<file path="config.mk">
export PLATFORM = sky130hd
export DESIGN_NAME = ext_mem_sequencer
export DESIGN_NICKNAME = d
export VERILOG_FILES = /design/src/rtl/ext_mem_seq_pkg.sv /design/src/rtl/ext_mem_seq_run_timer.sv /design/src/rtl/ext_mem_sequencer.sv
export SDC_FILE = /design/constraint.sdc
export NUM_CORES = 1
export LEC_CHECK = 0
export ABC_AREA = 1
export CAP_MARGIN = 20
export CORE_ASPECT_RATIO = 0.6
export CORE_MARGIN = 8
export CORE_UTILIZATION = 40
export DETAILED_ROUTE_END_ITERATION = 10
export MAX_ROUTING_LAYER = met4
export PLACE_DENSITY = 0.76
export SLEW_MARGIN = 20
export SYNTH_ARGS = -nofsm -noshare
export SYNTH_HDL_FRONTEND = slang
export SYNTH_SLANG_ARGS = --single-unit
export TNS_END_PERCENT = 30
</file>
<file path="constraint.sdc">
create_clock -name clock -period 2.62 [get_ports clock]
set_input_delay 0.524 -clock clock [delete_from_list [all_inputs] [get_ports clock]]
set_output_delay 0.524 -clock clock [all_outputs]
set_load 0.03 [all_outputs]
</file>
<file path="src/rtl/ext_mem_seq_pkg.sv">
// Shared types and constants for the external memory sequencer: command opcodes,
// FSM states and the legal range of DRAM read latency.
package ext_mem_seq_pkg;

    typedef enum logic [1:0] {
        OP_LOAD_IRAM = 2'd0,
        OP_LOAD_DRAM = 2'd1,
        OP_RUN       = 2'd2,
        OP_READ_DRAM = 2'd3
    } op_e;

    typedef enum logic [2:0] {
        ST_IDLE,
        ST_LOAD,
        ST_RUN,
        ST_RD_ISSUE,
        ST_RD_WAIT,
        ST_RD_HOLD
    } state_e;

    localparam int RD_LAT_MIN = 1;
    localparam int RD_LAT_MAX = 4;

    // Out-of-range latency parameters are pulled back into the supported window.
    function automatic int clamp_rd_lat(input int lat);
        if (lat < RD_LAT_MIN) return RD_LAT_MIN;
        if (lat > RD_LAT_MAX) return RD_LAT_MAX;
        return lat;
    endfunction

endpackage

</file>
<file path="src/rtl/ext_mem_seq_run_timer.sv">
// Cycle counter bounding how long the processor may run; expired flags the cycle
// whose increment would reach TIMEOUT.
module ext_mem_seq_run_timer #(
    parameter int TIMEOUT = 200000
) (
    input  logic clock,
    input  logic reset,
    input  logic clear,
    input  logic enable,
    output logic expired
);

    localparam int CNT_W = $clog2(TIMEOUT + 1);

    logic [CNT_W-1:0] count;

    assign expired = enable && (count == CNT_W'(TIMEOUT - 1));

    always_ff @(posedge clock) begin
        if (reset || clear) begin
            count <= '0;
        end else if (enable && !expired) begin
            count <= count + 1'b1;
        end
    end

endmodule

</file>
<file path="src/rtl/ext_mem_sequencer.sv">
// Host-side sequencer: loads IRAMs/DRAM, runs the multicore processor to completion
// or timeout, and streams DRAM words back out, one transaction at a time.
module ext_mem_sequencer
    import ext_mem_seq_pkg::*;
#(
    parameter int NUM_CORES   = 2,
    parameter int ADDR_W      = 9,
    parameter int DATA_W      = 16,
    parameter int RD_LAT      = 1,
    parameter int RUN_TIMEOUT = 200000,
    parameter int CORE_W      = (NUM_CORES > 1) ? $clog2(NUM_CORES) : 1
) (
    input  logic                 clock,
    input  logic                 reset,
    input  logic                 cmd_valid,
    output logic                 cmd_ready,
    input  logic [1:0]           cmd_op,
    input  logic [CORE_W-1:0]    cmd_core,
    input  logic [ADDR_W-1:0]    cmd_base,
    input  logic [ADDR_W-1:0]    cmd_len,
    input  logic                 in_valid,
    output logic                 in_ready,
    input  logic [DATA_W-1:0]    in_data,
    output logic                 out_valid,
    input  logic                 out_ready,
    output logic [DATA_W-1:0]    out_data,
    output logic [ADDR_W-1:0]    addr_ext,
    output logic [DATA_W-1:0]    data_ext,
    output logic [NUM_CORES-1:0] iram_write_ext,
    output logic                 dram_write_ext,
    output logic                 read_en_ext,
    input  logic [DATA_W-1:0]    dram_rdata,
    output logic                 start,
    input  logic [NUM_CORES-1:0] core_done,
    output logic                 busy,
    output logic                 run_done,
    output logic                 err
);

    localparam int         LAT      = clamp_rd_lat(RD_LAT);
    localparam logic [1:0] WAIT_END = 2'(LAT - 1);

    state_e                state;
    op_e                   op_q;
    logic [ADDR_W-1:0]     base_q;
    logic [ADDR_W-1:0]     len_q;
    logic [ADDR_W-1:0]     idx;
    logic [NUM_CORES-1:0]  core_mask;
    logic [1:0]            wait_cnt;
    logic                  drain;
    logic                  timer_expired;

    wire accept   = cmd_valid && cmd_ready;
    wire in_fire  = in_valid && in_ready;
    wire out_fire = out_valid && out_ready;
    wire core_ok  = int'(cmd_core) < NUM_CORES;
    wire last_idx = (idx == len_q - ADDR_W'(1));

    assign busy = (state != ST_IDLE);

    function automatic logic [NUM_CORES-1:0] core_onehot(input logic [CORE_W-1:0] c);
        logic [NUM_CORES-1:0] m;
        m = '0;
        for (int i = 0; i < NUM_CORES; i++) m[i] = (int'(c) == i);
        return m;
    endfunction

    ext_mem_seq_run_timer #(.TIMEOUT(RUN_TIMEOUT)) u_run_timer (
        .clock   (clock),
        .reset   (reset),
        .clear   (state == ST_IDLE),
        .enable  (state == ST_RUN),
        .expired (timer_expired)
    );

    always_ff @(posedge clock) begin
        if (reset) begin
            state          <= ST_IDLE;
            op_q           <= OP_LOAD_IRAM;
            base_q         <= '0;
            len_q          <= '0;
            idx            <= '0;
            core_mask      <= '0;
            wait_cnt       <= '0;
            drain          <= 1'b0;
            cmd_ready      <= 1'b1;
            in_ready       <= 1'b0;
            out_valid      <= 1'b0;
            out_data       <= '0;
            addr_ext       <= '0;
            data_ext       <= '0;
            iram_write_ext <= '0;
            dram_write_ext <= 1'b0;
            read_en_ext    <= 1'b0;
            start          <= 1'b0;
            run_done       <= 1'b0;
            err            <= 1'b0;
        end else begin
            // NOTE: one-cycle strobes default low here with <=; a later <= in the same pass wins.
            iram_write_ext <= '0;
            dram_write_ext <= 1'b0;
            read_en_ext    <= 1'b0;
            run_done       <= 1'b0;

            case (state)
                ST_IDLE: begin
                    if (accept) begin
                        op_q      <= op_e'(cmd_op);
                        base_q    <= cmd_base;
                        len_q     <= cmd_len;
                        idx       <= '0;
                        core_mask <= core_onehot(cmd_core);
                        if (op_e'(cmd_op) == OP_LOAD_IRAM && !core_ok) begin
                            err <= 1'b1;
                        end else if (op_e'(cmd_op) == OP_RUN) begin
                            state     <= ST_RUN;
                            start     <= 1'b1;
                            cmd_ready <= 1'b0;
                        end else if (cmd_len == '0) begin
                            // Empty transfers park one cycle in LOAD with in_ready low.
                            state     <= ST_LOAD;
                            drain     <= 1'b1;
                            cmd_ready <= 1'b0;
                        end else if (op_e'(cmd_op) == OP_READ_DRAM) begin
                            state       <= ST_RD_ISSUE;
                            read_en_ext <= 1'b1;
                            addr_ext    <= cmd_base;
                            cmd_ready   <= 1'b0;
                        end else begin
                            state     <= ST_LOAD;
                            in_ready  <= 1'b1;
                            cmd_ready <= 1'b0;
                        end
                    end
                end

                ST_LOAD: begin
                    if (drain) begin
                        drain     <= 1'b0;
                        state     <= ST_IDLE;
                        cmd_ready <= 1'b1;
                    end else if (in_fire) begin
                        addr_ext <= base_q + idx;
                        data_ext <= in_data;
                        if (op_q == OP_LOAD_IRAM) iram_write_ext <= core_mask;
                        else                      dram_write_ext <= 1'b1;
                        idx <= idx + ADDR_W'(1);
                        if (last_idx) begin
                            in_ready <= 1'b0;
                            drain    <= 1'b1;
                        end
                    end
                end

                ST_RUN: begin
                    // Completion is checked first so a coincident timeout still counts as done.
                    if (&core_done) begin
                        start     <= 1'b0;
                        run_done  <= 1'b1;
                        state     <= ST_IDLE;
                        cmd_ready <= 1'b1;
                    end else if (timer_expired) begin
                        start     <= 1'b0;
                        err       <= 1'b1;
                        state     <= ST_IDLE;
                        cmd_ready <= 1'b1;
                    end
                end

                ST_RD_ISSUE: begin
                    wait_cnt <= '0;
                    state    <= ST_RD_WAIT;
                end

                ST_RD_WAIT: begin
                    if (wait_cnt == WAIT_END) begin
                        out_data  <= dram_rdata;
                        out_valid <= 1'b1;
                        state     <= ST_RD_HOLD;
                    end else begin
                        wait_cnt <= wait_cnt + 2'd1;
                    end
                end

                ST_RD_HOLD: begin
                    if (out_fire) begin
                        out_valid <= 1'b0;
                        if (last_idx) begin
                            state     <= ST_IDLE;
                            cmd_ready <= 1'b1;
                        end else begin
                            idx         <= idx + ADDR_W'(1);
                            addr_ext    <= base_q + idx + ADDR_W'(1);
                            read_en_ext <= 1'b1;
                            state       <= ST_RD_ISSUE;
                        end
                    end
                end

                default: begin
                    state     <= ST_IDLE;
                    cmd_ready <= 1'b1;
                end
            endcase
        end
    end

endmodule

</file>
# After elaboration in Yosys (flattened, before gate mapping)
# Index checks and enable logic that the tools add are counted.
[word_totals]
register_bits = 106
latchBits = 0
ram_bits = 0
romBits = 0
in_bits = 60
output_inout_bits = 52
word_cells = 163
memories = 0
[op_classes]
add_sub_neg = 6
n_mul = 0
n_div = 0
n_lt_le_gt_ge = 0
n_eq_ne = 26
n_shift = 0
muxes = 67
n_bitwise = 8
reduce_logical = 35
[op_table]
columns = ["cell", "count"]
rows = [
  ["9-bit two-way mux", 13],
  ["9-bit one-hot mux with 3 select lines", 2],
  ["1-bit two-way mux", 33],
  ["2-bit != test (second input constant)", 16],
  ["18-bit by 1-bit adder with 18-bit output (second input constant)", 1],
  ["9-bit by 1-bit adder with 9-bit output (second input constant)", 2],
  ["18-bit equality test (second input constant)", 1],
  ["3-bit two-way mux", 6],
  ["3-bit one-hot mux with 6 select lines", 1],
  ["6-bit AND reduction", 2],
  ["2-bit two-way mux", 5],
  ["1-bit one-hot mux with 2 select lines", 5],
  ["9-bit adder", 1],
  ["9-bit equality test", 1],
  ["9-bit logical NOT", 1],
  ["3-bit AND reduction", 3],
  ["9-bit AND reduction", 1],
  ["9-bit by 1-bit subtractor with 9-bit output (second input constant)", 1],
  ["1-bit inverter", 8],
  ["2-bit AND reduction", 4],
  ["4-bit AND reduction", 2],
  ["8-bit AND reduction", 1],
  ["2-bit nonzero test", 4],
  ["3-bit by 2-bit equality test with 1-bit output (second input constant)", 2],
  ["other kinds (17)", 26],
]

# Logic depth before layout (Yosys ltp)
[depth]
word_depth = 6
ltp_mapped = 16
mapped_depth_nobuf = 16

# Modules after synthesis
# Synthesis repeated with hierarchy kept, for this count alone.
[unflattened]
cells_unflattened = 822
hier_area_um2 = 5576.6
[by_module_without_submodules]
columns = ["mod", "n_inst", "cells_each", "area_per_inst_um2", "seq_area_each_um2"]
rows = [
  ["ext_mem_sequencer", 1, 649, 4435.5, 1761.7],
  ["ext_mem_seq_run_timer", 1, 173, 1141.1, 360.3],
]

# Worst setup path before layout
# No wires, ideal clock.
[synth_timing]
path_kind = "register -> register"
from = "reg idx[0]"
to = "reg addr_ext[8]"
setup_time_ps = 112
t_arrival_ps = 2150
t_required_ps = 2508
path_slack_ps = 359
stages_incl_launch_ff = 17
n_path_buf = 0
period_less_slack_ps = 2261
path_cell_list = "dfxtp_1 > ha_1 > inv_1 > fa_1 > inv_1 > ha_1 > nand2_1 > nor2_1 > nand3_1 > nor2_1 > nand3_1 > nor2_1 > nand2_1 > nand2_1 > nor2_1 > nor2_1 > nor2_1"
[synth_via]
elab_chain_len = 5
elab_cells_between_ends = 10
[synth_lines]
columns = ["element", "line_no", "source"]
rows = [
  ["start, declared", "ext_mem_sequencer.sv:47", "logic [ADDR_W-1:0] idx;"],
  ["start signal, assigned", "ext_mem_sequencer.sv:147", "idx <= idx + ADDR_W'(1);"],
  ["start signal, assigned", "ext_mem_sequencer.sv:192", "idx <= idx + ADDR_W'(1);"],
  ["9-bit adder", "ext_mem_sequencer.sv:143, ext_mem_sequencer.sv:193", ""],
  ["9-bit by 1-bit adder with 9-bit output", "ext_mem_sequencer.sv:193", "addr_ext <= base_q + idx + ADDR_W'(1);"],
  ["9-bit two-way mux", "ext_mem_sequencer.sv:188", "if (last_idx) begin"],
  ["9-bit two-way mux", "ext_mem_sequencer.sv:186", "if (out_fire) begin"],
  ["9-bit one-hot mux with 3 select lines", "ext_mem_sequencer.sv:105", "case (state)"],
  ["end signal, assigned", "ext_mem_sequencer.sv:127", "addr_ext <= cmd_base;"],
  ["end signal, assigned", "ext_mem_sequencer.sv:143", "addr_ext <= base_q + idx;"],
  ["end signal, assigned", "ext_mem_sequencer.sv:193", ""],
  ["end, declared", "ext_mem_sequencer.sv:27", "output logic [ADDR_W-1:0] addr_ext,"],
]
# Several ways; a longest one is shown, not always the timed one. The select of a mux whose other input is x is not followed.
# A chain may end at the register's enable or synchronous reset.

# Worst setup path after layout
[layout_timing]
from = "reg state[2]"
to = "out busy"
[layout_via]
elab_chain_len = 1
[layout_lines]
columns = ["element", "line_no", "source"]
rows = [
  ["start, declared", "ext_mem_sequencer.sv:43", "state_e state;"],
  ["start signal, assigned", "ext_mem_sequencer.sv:78", "state <= ST_IDLE;"],
  ["start signal, assigned", "ext_mem_sequencer.sv:116", "state <= ST_RUN;"],
  ["start signal, assigned", "ext_mem_sequencer.sv:121", "state <= ST_LOAD;"],
  ["3-bit nonzero test", "ext_mem_sequencer.sv:59", "assign busy = (state != ST_IDLE);"],
  ["end, declared", "ext_mem_sequencer.sv:35", "output logic busy,"],
]
# Every way passes these cells.

==> metrics list <==
- Category of the worst setup path capture point: primary output
* Synthesis-stage register bit count: 106
- Number of synthesized flops with an enable pin: 0
- From synthesis to final layout, the design area changed by 29.8%.
* Path type of the worst min-delay path: reg2reg
* Period Utilization, post-route: 0.937
- After floorplanning, the core was sized to cover approximately 14000 um^2.
- Part of the Yosys area used for sequential elements: 0.378
- Layout Cells excl Fill: between 1000 and 1500
- Post-DP HPWL: between 10 and 15 mm
- Die outline height: between 100 and 150 um
* Count of buffers from port buffering: ~110
* Fraction of layout cells with a size suffix above 1: 0.0599
* Total length of routed wires: around 16 mm
- Data arrives at the worst endpoint at slightly below 2 ns.
- Hold is met by 0.434 ns.
- For this run, global-route usage on met1 was measured as 0.260.
- CTS HTree Levels: 3
- Number of antenna violations at the first check in global routing: 0
- After clock tree synthesis, the clock-pin slew on the worst setup and hold paths is 0.07 ns.
- Number of core rows: 33
* Worst Setup Start Kind: flip-flop
- For this run, global-route usage on met2 was measured as 0.254.
* Detail-routed net length per standard cell: about 14 um
- The number of global-route vias before repair is ~5400.
- Setup clock skew after layout: between 0.004 and 0.005 ns
* Number of placed I/O pins: around 110
- Total setup violations reported at the end of the flow: 0
* Leak Pwr: slightly below 3 nW
- In the final timing run, aggregate negative setup slack is 0 ns.
* Fmax: approximately 0.41 GHz
* GRT overflow: 0
- Counting the buffers created by CTS gives 9.
- For this run, the detailed router's first-pass iteration total came to 5.
- The cell count after synthesis came out at 837.
* Count of warnings emitted by yosys: 0
- Clk Latency, worst-skew pair: 0.35 ns
* Outcome: finished, final reports clean
* Final antenna diode count: 0
- Netlist area before placement: 5610 um^2
- Avg Vias per Cell: roughly 5.0
- Worst Path Required: 2.10 ns
- The tool flagged a number of max-cap violations equal to 0.
- The die covers between 15000 and 20000 um^2.
* Ratio of total power to cell area: roughly 950 nW/um^2
- Pin count of the biggest net entering global routing: 40
- Setup repair after global routing left no endpoint under its margin.
- Actual slew at the worst max-slew pin: just under 0.9 ns
- For this run, the total global-route usage over all layers was measured as 0.186.
- TritonCTS built the clock tree.
* Count of cell types in the netlist: between 40 and 50
- Total power after layout: ~7 mW
* Top_reg_cell synth: sky130_fd_sc_hd__dfxtp_1
- Number of nets in the synthesized netlist: 911
- CP max FO: 8
- Average cell area after synthesis: approximately 6.7 um^2
* Final RePlAce weighted congestion: between 0.9 and 1
* Global-route wire length before repair: around 27 mm
* Number of buffers on the longest clock path: 2
- Number of nets still failing antenna checks after routing: 0
* Via count of the routed design: ~5700
- Headroom to the max-slew limit came out at 0.416.
- The final layout contains just over 1000 nets.
* Number of pins exceeding their max-slew limit in the final report: 0
- Across all setup checks in the final design, the least slack found is about 0.17 ns.
- Before CTS, the worst setup slack after placement is approximately 0.26 ns.
- Share of flip-flops with an asynchronous set or reset: 0
* 1st-iter DRT viols: approximately 470
- Final hold vios: 0
- Total of fill cells in the finished design: around 1400
- Met3 Use GR: 0.0670
- Layer with the highest usage: met1
* Critical path start-end classification: reg2out
* Drc violations: 0
* Worst ir drop on vdd: between 0.4 and 0.5 mV
- Cell Count Post-Placement: ~1100
- After clock tree synthesis, the flow added hold-fix buffers numbering 0.
- Counting every sink on the clock net gives roughly 110.
- The floorplan step set the die width to about 170 um.
* Cell at the root of the clock tree: sky130_fd_sc_hd__clkbuf_16
- Final critical-path required period: around 2.5 ns
- Effective utilization at floorplan: 0.410
kinds of logic after synthesis:
| kind of cell | count (synthesis) | share of synthesized area |
|---|---|---|
| compound gates | 126 | 0.120 |
| fa+ha+maj | 14 | 0.0326 |
| flops | 106 | 0.378 |
| buf+inv | 113 | 0.0808 |
| simple gates | 453 | 0.349 |
| xor+xnor | 25 | 0.0391 |
cell usage after synthesis (3+ instances only):
| library cell | n | share of area |
|---|---|---|
| sky130_fd_sc_hd__nand2_1 | 205 | 0.14 |
| sky130_fd_sc_hd__buf_2 | 6 | 0.0054 |
| sky130_fd_sc_hd__nand3_1 | 55 | 0.049 |
| sky130_fd_sc_hd__nor2_1 | 130 | 0.087 |
| sky130_fd_sc_hd__nor3b_1 | 3 | 0.0040 |
| sky130_fd_sc_hd__or2_2 | 5 | 0.0056 |
| sky130_fd_sc_hd__xor2_1 | 15 | 0.023 |
| sky130_fd_sc_hd__xnor2_1 | 10 | 0.016 |
| sky130_fd_sc_hd__inv_1 | 78 | 0.052 |
| sky130_fd_sc_hd__dfxtp_1 | 106 | 0.38 |
| sky130_fd_sc_hd__nor3_1 | 20 | 0.018 |
| sky130_fd_sc_hd__nand3b_1 | 3 | 0.0040 |
| sky130_fd_sc_hd__o21a_1 | 3 | 0.0040 |
| sky130_fd_sc_hd__a21oi_1 | 68 | 0.061 |
| sky130_fd_sc_hd__clkinv_1 | 4 | 0.0027 |
| sky130_fd_sc_hd__nand4_1 | 13 | 0.015 |
| sky130_fd_sc_hd__nor4_1 | 5 | 0.0056 |
| sky130_fd_sc_hd__buf_1 | 3 | 0.0020 |
| sky130_fd_sc_hd__clkbuf_1 | 15 | 0.010 |
| sky130_fd_sc_hd__o21ai_0 | 47 | 0.042 |
| sky130_fd_sc_hd__ha_1 | 13 | 0.029 |
| sky130_fd_sc_hd__nand2_2 | 4 | 0.0045 |
| sky130_fd_sc_hd__nand2_4 | 3 | 0.0060 |
| sky130_fd_sc_hd__inv_2 | 3 | 0.0020 |
layout make-up:
type / instances / area [um^2] / area share
timing repair buffer: 124 / 1210 / 0.166
sequential: 106 / 2120 / 0.292
clock inverter: 7 / 100 / 0.0138
multi-input combinational: 618 / 3040 / 0.418
clock buffer: 9 / 225 / 0.0310
tap: 192 / 240 / 0.0330
inverter: 87 / 337 / 0.0463
flip-flops by register name, summed over array words and instances (netlist names), 2 cells and up:
signal	flops
iram_write_ext	2
base_q	9
state	3
wait_cnt	2
len_q	9
data_ext	16
op_q	2
u_run_timer.count	18
addr_ext	9
out_data	16
idx	9
core_mask	2
cell usage in the layout, fill, tap and decap left out, types with 2 or more instances in the layout:
cell	count
sky130_fd_sc_hd__nand2_1	205
sky130_fd_sc_hd__nor2_1	128
sky130_fd_sc_hd__clkdlybuf4s50_1	111
sky130_fd_sc_hd__dfxtp_1	105
sky130_fd_sc_hd__inv_1	78
sky130_fd_sc_hd__a21oi_1	68
sky130_fd_sc_hd__nand3_1	54
sky130_fd_sc_hd__o21ai_0	47
sky130_fd_sc_hd__nor3_1	20
sky130_fd_sc_hd__xor2_1	15
sky130_fd_sc_hd__nand4_1	13
sky130_fd_sc_hd__ha_1	13
sky130_fd_sc_hd__buf_4	13
sky130_fd_sc_hd__xnor2_1	10
sky130_fd_sc_hd__clkbuf_16	9
sky130_fd_sc_hd__or2_2	5
sky130_fd_sc_hd__nor4_1	5
sky130_fd_sc_hd__nor2_2	4
sky130_fd_sc_hd__clkinv_1	4
sky130_fd_sc_hd__nand2_2	4
sky130_fd_sc_hd__inv_2	3
sky130_fd_sc_hd__nand2_4	3
sky130_fd_sc_hd__nand3b_1	3
sky130_fd_sc_hd__o21a_1	3
sky130_fd_sc_hd__nor3b_1	3
sky130_fd_sc_hd__clkinv_4	2
sky130_fd_sc_hd__nand3_2	2
sky130_fd_sc_hd__o211ai_1	2
sky130_fd_sc_hd__bufinv_16	2
sky130_fd_sc_hd__clkinvlp_4	2
metal layers:
layer | part of all wire | up-vias
met5 | 0 | -
met3 | 0.11 | 10
met4 | 0.0052 | 0
met1 | 0.51 | 2528
met2 | 0.37 | 264
li1 | - | 2915
report_power, final:
part	switching, mW	internal [mW]	leakage, nW	total [mW]
logic	2.11	1.15	1.92	3.26
clock network	0.638	0.847	0.154	1.48
registers	0.226	1.92	0.863	2.15
worst max-delay path: stages (launching register included):
cell and delay [ns]:
sky130_fd_sc_hd__dfxtp_1 0.54, sky130_fd_sc_hd__inv_2 0.17, sky130_fd_sc_hd__nand2_4 0.18, sky130_fd_sc_hd__clkdlybuf4s50_1 0.70
per-stage QoR:
step | instance area, um^2 | util
5_1_grt | 7280 | 0.532
3_3_place_gp | 6940 | 0.508
3_5_place_dp | 6940 | 0.508
6_report | 7280 | 0.532
2_1_floorplan | 5610 | -
4_1_cts | 7260 | 0.532
path summary, 6_finish.rpt:
kind / startpoint / end / slack [ns] / depth (start not counted)
setup / recovery: state[2] / busy / 0.17 / 3
hold / removal: core_mask[1] / iram_write_ext[1] / 0.43 / 2
setup reg to reg: base_q[0] / addr_ext[8] / 0.24 / 16
hold reg to reg: core_mask[1] / iram_write_ext[1] / 0.43 / 2
timing repair:
action	CTS	global route
gates resized for setup	0	4
setup endpoints to repair	0	1
setup buffers	0	0
(Power assumes the default switching activity.)
